$ cat config.mk
export PLATFORM = sky130hd
export DESIGN_NAME = keypad_scanner
export DESIGN_NICKNAME = d
export VERILOG_FILES = /design/src/rtl/keypad_pkg.sv /design/src/rtl/keypad_scanner_tick.sv /design/src/rtl/keypad_scanner.sv
export SDC_FILE = /design/constraint.sdc
export NUM_CORES = 1
export LEC_CHECK = 0
export CAP_MARGIN = 20
export CORE_ASPECT_RATIO = 1.5
export CORE_MARGIN = 2
export CORE_UTILIZATION = 50
export CTS_CLUSTER_DIAMETER = 30
export DETAILED_ROUTE_END_ITERATION = 10
export GPL_TIMING_DRIVEN = 0
export HOLD_SLACK_MARGIN = 0.15
export PLACE_DENSITY = 0.8
export SYNTH_ARGS = -nofsm -noshare
export SYNTH_HDL_FRONTEND = slang
export SYNTH_SLANG_ARGS = --single-unit
export TNS_END_PERCENT = 100
$ cat constraint.sdc
create_clock -name clk -period 4.04 [get_ports clk]
set_clock_uncertainty 0.1 [all_clocks]
set_input_delay 0.404 -clock clk [delete_from_list [all_inputs] [get_ports clk]]
set_output_delay 0.404 -clock clk [all_outputs]
set_load 0.005 [all_outputs]
$ cat src/rtl/keypad_pkg.sv
// Shared definitions for the 4x4 keypad scanner front-end.
// Key indices, operator codes and FSM state encoding.
package keypad_pkg;

    typedef enum logic [1:0] {
        ST_SCAN,
        ST_DEBOUNCE,
        ST_PRESSED,
        ST_RELEASE
    } state_e;

    localparam logic [3:0] KEY_FIRST_OPT = 4'd10;
    localparam logic [3:0] KEY_CMP       = 4'd14;
    localparam logic [3:0] KEY_SUBMIT    = 4'd15;

    localparam logic [2:0] OPT_CMP = 3'd5;

    function automatic logic [2:0] key_to_opt(input logic [3:0] idx);
        logic [3:0] rel;
        rel = idx - KEY_FIRST_OPT;
        if (idx == KEY_CMP) begin
            return OPT_CMP;
        end
        return rel[2:0];
    endfunction

endpackage

$ cat src/rtl/keypad_scanner_tick.sv
// Scan tick divider: one-cycle pulse every DIV clock cycles.
// Restarts its count on synchronous reset.
module scan_tick_gen #(
    parameter int unsigned DIV = 50000
) (
    input  logic clk_i,
    input  logic reset_i,
    output logic tick_o
);

    localparam int unsigned W = (DIV > 1) ? $clog2(DIV) : 1;
    localparam logic [W-1:0] LAST = W'(DIV - 1);

    logic [W-1:0] cnt_q;
    logic [W-1:0] cnt_d;

    always_comb begin
        cnt_d = cnt_q + W'(1);
        if (cnt_q == LAST) begin
            cnt_d = '0;
        end
    end

    always_ff @(posedge clk_i) begin
        if (reset_i) begin
            cnt_q <= '0;
        end else begin
            cnt_q <= cnt_d;
        end
    end

    assign tick_o = (cnt_q == LAST);

endmodule

$ cat src/rtl/keypad_scanner.sv
// 4x4 matrix keypad scanner with debounce and key decode.
// Produces held-level digit / operator / submit outputs.
module keypad_scanner
    import keypad_pkg::*;
#(
    parameter int clkFreq       = 50000000,
    parameter int scanFreq      = 1000,
    parameter int debounceTicks = 20
) (
    input  logic       clk,
    input  logic       reset,
    output logic [3:0] row,
    input  logic [3:0] col,
    output logic [3:0] num,
    output logic       numPressed,
    output logic [2:0] opt,
    output logic       optPressed,
    output logic       submit,
    output logic [3:0] keyCode
);

    localparam int unsigned DIV = clkFreq / scanFreq;
    localparam int unsigned CW  = $clog2(debounceTicks);
    localparam logic [CW-1:0] CNT_LAST = CW'(debounceTicks - 1);

    logic          tick;
    logic [3:0]    col_s1_q, col_s2_q;
    state_e        state_q, state_d;
    logic [3:0]    row_q, row_d;
    logic [3:0]    pat_q, pat_d;
    logic [3:0]    idx_q, idx_d;
    logic [CW-1:0] cnt_q, cnt_d;
    logic [3:0]    num_q, num_d;
    logic [2:0]    opt_q, opt_d;
    logic          np_q, np_d;
    logic          op_q, op_d;
    logic          sub_q, sub_d;
    logic [3:0]    key_q, key_d;

    logic [3:0]    col_lo;
    logic          one_low;
    logic          all_high;
    logic [1:0]    r_idx;
    logic [1:0]    c_idx;
    logic [3:0]    row_rot;
    logic [CW-1:0] cnt_inc;

    scan_tick_gen #(
        .DIV (DIV)
    ) u_tick (
        .clk_i   (clk),
        .reset_i (reset),
        .tick_o  (tick)
    );

    assign col_lo   = ~col_s2_q;
    assign all_high = (col_s2_q == 4'hF);
    assign one_low  = (col_lo != 4'd0) && ((col_lo & (col_lo - 4'd1)) == 4'd0);
    assign row_rot  = {row_q[2:0], row_q[3]};
    assign cnt_inc  = cnt_q + CW'(1);

    always_comb begin
        case (row_q)
            4'b1101: r_idx = 2'd1;
            4'b1011: r_idx = 2'd2;
            4'b0111: r_idx = 2'd3;
            default: r_idx = 2'd0;
        endcase
        case (col_lo)
            4'b0010: c_idx = 2'd1;
            4'b0100: c_idx = 2'd2;
            4'b1000: c_idx = 2'd3;
            default: c_idx = 2'd0;
        endcase
    end

    always_comb begin
        state_d = state_q;
        row_d   = row_q;
        pat_d   = pat_q;
        idx_d   = idx_q;
        cnt_d   = cnt_q;
        num_d   = num_q;
        opt_d   = opt_q;
        np_d    = np_q;
        op_d    = op_q;
        sub_d   = sub_q;
        key_d   = key_q;
        if (tick) begin
            unique case (state_q)
                ST_SCAN: begin
                    if (one_low) begin
                        idx_d   = {r_idx, c_idx};
                        pat_d   = col_s2_q;
                        cnt_d   = '0;
                        state_d = ST_DEBOUNCE;
                    end else begin
                        row_d = row_rot;
                    end
                end
                ST_DEBOUNCE: begin
                    if (col_s2_q == pat_q) begin
                        cnt_d = cnt_inc;
                        if (cnt_inc == CNT_LAST) begin
                            state_d = ST_PRESSED;
                            key_d   = idx_q;
                            if (idx_q < KEY_FIRST_OPT) begin
                                num_d = idx_q;
                                np_d  = 1'b1;
                            end else if (idx_q == KEY_SUBMIT) begin
                                sub_d = 1'b1;
                            end else begin
                                opt_d = key_to_opt(idx_q);
                                op_d  = 1'b1;
                            end
                        end
                    end else begin
                        state_d = ST_SCAN;
                        row_d   = row_rot;
                    end
                end
                ST_PRESSED: begin
                    // Row stays frozen, so other keys cannot be seen here.
                    if (all_high) begin
                        state_d = ST_RELEASE;
                        cnt_d   = '0;
                    end
                end
                ST_RELEASE: begin
                    if (all_high) begin
                        cnt_d = cnt_inc;
                        if (cnt_inc == CNT_LAST) begin
                            np_d    = 1'b0;
                            op_d    = 1'b0;
                            sub_d   = 1'b0;
                            state_d = ST_SCAN;
                            row_d   = row_rot;
                        end
                    end else begin
                        state_d = ST_PRESSED;
                        cnt_d   = '0;
                    end
                end
            endcase
        end
    end

    always_ff @(posedge clk) begin
        if (reset) begin
            col_s1_q <= 4'hF;
            col_s2_q <= 4'hF;
            state_q  <= ST_SCAN;
            row_q    <= 4'b1110;
            pat_q    <= 4'hF;
            idx_q    <= '0;
            cnt_q    <= '0;
            num_q    <= '0;
            opt_q    <= '0;
            np_q     <= 1'b0;
            op_q     <= 1'b0;
            sub_q    <= 1'b0;
            key_q    <= '0;
        end else begin
            col_s1_q <= col;
            col_s2_q <= col_s1_q;
            state_q  <= state_d;
            row_q    <= row_d;
            pat_q    <= pat_d;
            idx_q    <= idx_d;
            cnt_q    <= cnt_d;
            num_q    <= num_d;
            opt_q    <= opt_d;
            np_q     <= np_d;
            op_q     <= op_d;
            sub_q    <= sub_d;
            key_q    <= key_d;
        end
    end

    assign row        = row_q;
    assign num        = num_q;
    assign opt        = opt_q;
    assign numPressed = np_q;
    assign optPressed = op_q;
    assign submit     = sub_q;
    assign keyCode    = key_q;

endmodule

---- Word level (Yosys, flattened, before mapping) ----
Cells that the tools add are included.
storage, ports and cells
  flip-flop bits (word level) ............. 57
  input port bits ......................... 6
  output and inout port bits .............. 18
  logic and storage cells ................. 113
operators by class
  $add $sub $neg .......................... 4
  magnitude comparators ................... 1
  equal/unequal tests ..................... 29
  muxes and demuxes ....................... 44
  bitwise logic cells ..................... 4
  reductions and logical operators ........ 17
operators with widths
  operator                                       count
  == test 4 bit, second input constant           6
  inequality test 2 bit, second input constant   12
  two-way mux 1 bit                              20
  two-way mux 5 bit                              4
  case mux 5 bit (4 select lines)                1
  adder 16 x 1 -> 16 bit, second input constant  1
  == test 16 bit, second input constant          1
  two-way mux 4 bit                              4
  AND reduction 8 bit                            2
  two-way mux 2 bit                              6
  case mux 2 bit (3 select lines)                2
  case mux 4 bit (3 select lines)                1
  AND reduction 6 bit                            2
  AND reduction 5 bit                            2
  == test 4 x 3 -> 1 bit, second input constant  2
  case mux 2 bit (4 select lines)                1
  AND reduction 4 bit                            2
  AND reduction 7 bit                            1
  two-way mux 3 bit                              2
  inequality test 3 bit, second input constant   2
  case mux 1 bit (2 select lines)                3
  adder 5 x 1 -> 5 bit, second input constant    1
  == test 5 bit, second input constant           1
  AND 4 bit                                      1
  17 further kinds                               19

---- Logic depth before layout (Yosys ltp) ----
  depth after elaboration ................. 9
  gate-level depth with buffers ........... 7
  gate-level depth less buffers ........... 7

---- Modules after synthesis ----
A second synthesis with hierarchy kept.
unflattened totals
  cells, all modules ...................... 307
  area total of the unflattened synthesis .. 2,663.8 sq um
modules (own cells, without submodules)
  module          instances  cells each  area each (sq um)  seq. area each (sq um)
  keypad_scanner  1          224         1,924.3            820.8
  scan_tick_gen   1          83          739.5              320.3

---- Worst setup path after synthesis ----
Ideal clock, no wire load.
  path type ............................... register -> register
  start point ............................. reg u_tick.cnt_q[5]
  end point ............................... reg cnt_q[4]
  library setup time ...................... 0.084 ns
  arrival time ............................ 1.958 ns
  data required time ...................... 3.856 ns
  slack ................................... 1.898 ns
  stages on the path, launching flop included .. 6
  path buffers ............................ 0
  clock period less this slack ............ 2.142 ns
  path through ............................ dfxtp_1 -> or4b_4 -> nor4_4 -> inv_2 -> or4_4 -> o31ai_2
on the way
  word-level cells in the longest chain between the ends .. 2
ends and longest elaborated chain
  item                           RTL line                   text
  start: declaration             keypad_scanner_tick.sv:14  logic [W-1:0] cnt_q;
  start signal: assignment       keypad_scanner_tick.sv:28  cnt_q <= cnt_d;
  == test 16 bit                 keypad_scanner_tick.sv:32  assign tick_o = (cnt_q == LAST);
  AND reduction 4 bit (no line)  -
  end signal: assignment         keypad_scanner.sv:170      cnt_q <= cnt_d;
  end: declaration               keypad_scanner.sv:32       logic [CW-1:0] cnt_q, cnt_d;
Every way passes these cells.
A chain may end at the register's enable or synchronous reset.

---- Worst setup path after layout ----
  start point ............................. reg col_s2_q[1]
  end point ............................... reg num_q[0], in the netlist num[0]
on the way
  word-level cells in the longest chain between the ends .. 2
ends and longest elaborated chain
  item                           RTL line               text
  start: declaration             keypad_scanner.sv:27   logic [3:0] col_s1_q, col_s2_q;
  start signal: assignment       keypad_scanner.sv:165  col_s2_q <= col_s1_q;
  == test 4 bit                  keypad_scanner.sv:102  if (col_s2_q == pat_q) begin
  AND reduction 5 bit (no line)  -
  end signal: assignment         keypad_scanner.sv:171  num_q <= num_d;
  end: declaration               keypad_scanner.sv:33   logic [3:0] num_q, num_d;
Every way passes these cells.

==> flow_metrics.tcl <==
set metrics [dict create \
    status "complete, no violations" \
    htree_levels 3 \
    grt_pass1_wl_um 9101 \
    die_x_um 63.13 \
    cts_tree "built" \
    slew_viol_final 0 \
    cts_max_path_buffers 2 \
    p_clk_share_pct 43.6 \
    start_kind "flip-flop" \
    netlist_area_mm2 0.002623 \
    pwr-share-seq_pct 52.4 \
    postCtsSetupRepairBufs 0 \
    postSynthCellCount 297 \
    reg2reg_slack_ps 1620 \
    timing.hold.ws_ps 309.0 \
    avgViaCountPerCell 5.354 \
    grt_use_total_pct 19.96 \
    insertion_delay_ps 340 \
    root_buffer "clkbuf_8" \
    post-route-period-util_pct 59.80 \
    grt_pass1_vias 2061 \
    crit_slowest_cell "or2_2" \
    wl_per_cell_um 12.80 \
    antenna_cells 0 \
    crit_end "num[0]$_SDFFE_PP0P_" \
    r2r_cells 7 \
    regToRegEndpoint "num[0]$_SDFFE_PP0P_" \
    worstSetupEndpointType "flip-flop" \
    path_max_fanout 8 \
    p_leak_uw 0.001164 \
    switching_share_pct 22.85 \
    r2r-start "col_s2_q[1]$_SDFF_PP1_" \
    place_hpwl_um 3721 \
    port-buffer-count 23 \
    final_util_pct 61.37 \
    hold_viol_final 0 \
    vias 2163 \
    ctsResizeCount 0 \
    synth.distinct_cells 53 \
    nFillCells 470 \
    die_h_um 92.70 \
    postSynthNetCount 306 \
    clkTransAtPathRegs_ps 60 \
    ys_seq_area_share_pct 43.51 \
    setup.worst_path.class "flip-flop to flip-flop" \
    synthFlopType "dfxtp_1" \
    ios 24 \
    crit_start "col_s2_q[1]$_SDFF_PP1_" \
    register_area_mm2 0.001141 \
    fin_ws_ps 1624 \
    final_common_cell "dfxtp_1" \
    placed_cell_area_mm2 0.002938 \
    cts.sink_count 57 \
    rsz0062_at_grt "false" \
    gp_congestion 0.8534 \
    p_sw_uw 249.1 \
    drt_iter0_markers 55 \
    crit_path_cell_trace "clkbuf_1 -> xnor2_1 -> nand4_1 -> or2_2 -> nor3_4 -> a21oi_1 -> a41o_1" \
    start_util_pct 51.57 \
    hold_path_class "flip-flop to flip-flop" \
    p_comb_share_pct 4.1 \
    slowest_delay_ps 410 \
    worstMarginPinSlew_ps 586.7 \
    slew_headroom_pct 60.52 \
    async_reset_ff_share_pct 0 \
    synthToLayoutAreaGrowth_pct 18.99 \
    min_period_ps 2416 \
    cp.required_ps 4170 \
    cts_buffers 9 \
    final_cell_mix "dfxtp_1, nor2_1, nand2_1" \
    vdd_drop_max_uv 224.6 \
    coreArea_mm2 0.005085 \
    final_cell_area_mm2 0.003120 \
    place_worst_setup_slack_ps 1645 \
    p_per_area_mw_per_mm2 349.4 \
    multi_input_area_mm2 0.001369 \
    power.internal_uw 841.2 \
    ys_ff_latch 57 \
    fin_tns_setup_ps 0 \
    die-area_mm2 0.005852 \
    finalNetCount 340 \
    drive_above_1_share_pct 10.42 \
    ctsHoldBuffers 0 \
    grt_max_degree 11 \
    ant_nets 0 \
    max_cap_viol_count 0 \
    rows 32 \
    overflow 0 \
    synth_edf_count 0 \
    setup_viol 0 \
    yosysWarnings 0 \
    timing.fmax_ghz 0.4139 \
    antenna_found_initial 0 \
    wirelength_um 5171 \
    syn_area_per_cell_um2 8.830 \
    drc 0 \
    cp.arrival_ps 2550 \
    drt-pass1-iter-count 4 \
]
-- registers in the layout, indices dropped and copies added (netlist names), 2 cells and up --
signal,flops
cnt_q,5
col_s1_q,4
col_s2_q,4
idx_q,4
keyCode,4
num,4
opt,3
pat_q,4
row,4
state_q,2
u_tick.cnt_q,16
-- routing by layer --
layer  share of wire (%)  wire [um]  track usage (%)  up-vias
li1                    -          -                -     1091
met1                  42       2174            21.13     1031
met2                  52       2701            35.37       27
met3                 2.8        143            5.589       14
met4                 2.9        152            10.74        0
met5                   0          0                0        -
-- metrics by stage --
stage,cells,total power (uW)
after global routing,404,1130
after global placement,388,626.8
final,404,1090
after CTS,404,1104
after floorplan,297,614.0
after detailed placement,388,627.6
-- worst max-delay path, delay by kind of cell, from the launching register on --
kind	cells	cell delay [ps]
flops	1	310
xor+xnor	1	160
buf+inv	1	310
compound gates	2	350
simple gates	3	1070
-- worst min path at each step --
stage,slack [ps],to,cells after the start,from
global placement,290,col_s2_q[2]$_SDFF_PP1_,1,col_s1_q[2]$_SDFF_PP1_
finish,310,col_s2_q[2]$_SDFF_PP1_,1,col_s1_q[2]$_SDFF_PP1_
detailed placement,300,col_s2_q[3]$_SDFF_PP1_,1,col_s1_q[3]$_SDFF_PP1_
CTS,310,col_s2_q[2]$_SDFF_PP1_,1,col_s1_q[2]$_SDFF_PP1_
global route,330,col_s2_q[1]$_SDFF_PP1_,1,col_s1_q[1]$_SDFF_PP1_
floorplan,290,col_s2_q[0]$_SDFF_PP1_,1,col_s1_q[0]$_SDFF_PP1_
-- cell usage after synthesis (all sizes together) (2+ instances only) --
| cell | count | area share (%) |
|---|---|---|
| a211o | 5 | 1.7 |
| a21oi | 10 | 1.9 |
| a31oi | 3 | 0.72 |
| a41oi | 2 | 0.67 |
| buf | 3 | 0.72 |
| clkbuf | 13 | 1.9 |
| dfxtp | 57 | 44 |
| ha | 3 | 1.4 |
| inv | 12 | 1.7 |
| mux2i | 11 | 4.2 |
| nand2 | 26 | 3.7 |
| nand2b | 5 | 1.2 |
| nand3 | 14 | 2.9 |
| nand3b | 2 | 0.57 |
| nand4 | 7 | 1.7 |
| nand4b | 2 | 0.67 |
| nor2 | 39 | 5.6 |
| nor3 | 6 | 1.8 |
| nor4 | 4 | 1.5 |
| o21a | 5 | 1.4 |
| o21ai | 8 | 1.5 |
| o31ai | 3 | 1.0 |
| or2 | 10 | 2.4 |
| or3 | 4 | 0.95 |
| xnor2 | 17 | 5.7 |
| xor2 | 7 | 2.3 |
-- final cells by class --
| type | instances | area share [%] |
|---|---|---|
| multi-input combinational | 212 | 43.87 |
| buffer | 16 | 2.165 |
| inverter | 12 | 1.443 |
| timing repair buffer | 23 | 7.378 |
| clock inverter | 4 | 0.8821 |
| sequential | 57 | 36.57 |
| tap | 68 | 2.727 |
| clock buffer | 12 | 4.972 |
-- logic make-up after synthesis --
group,Yosys count,share of synthesized area (%)
DFF,57,43.51
AOI/OAI and AO/OA,41,10.64
adders and majority gates,3,1.431
buffers and inverters,28,4.294
and+or+nand+nor,132,27.48
xor gates and xnor gates,24,8.015
muxes,12,4.628
-- power by group through the flow --
| stage | Clock [uW] | Sequential (uW) | Combinational (uW) |
|---|---|---|---|
| final | 475 | 571 | 44.3 |
| after global routing | 509 | 571 | 50.2 |
| after CTS | 488 | 571 | 45.0 |
| after detailed placement | 0 | 583 | 44.2 |
| after global placement | 0 | 583 | 43.6 |
| after floorplan | 0 | 583 | 31.2 |
Power figures use the tool's default switching activity.
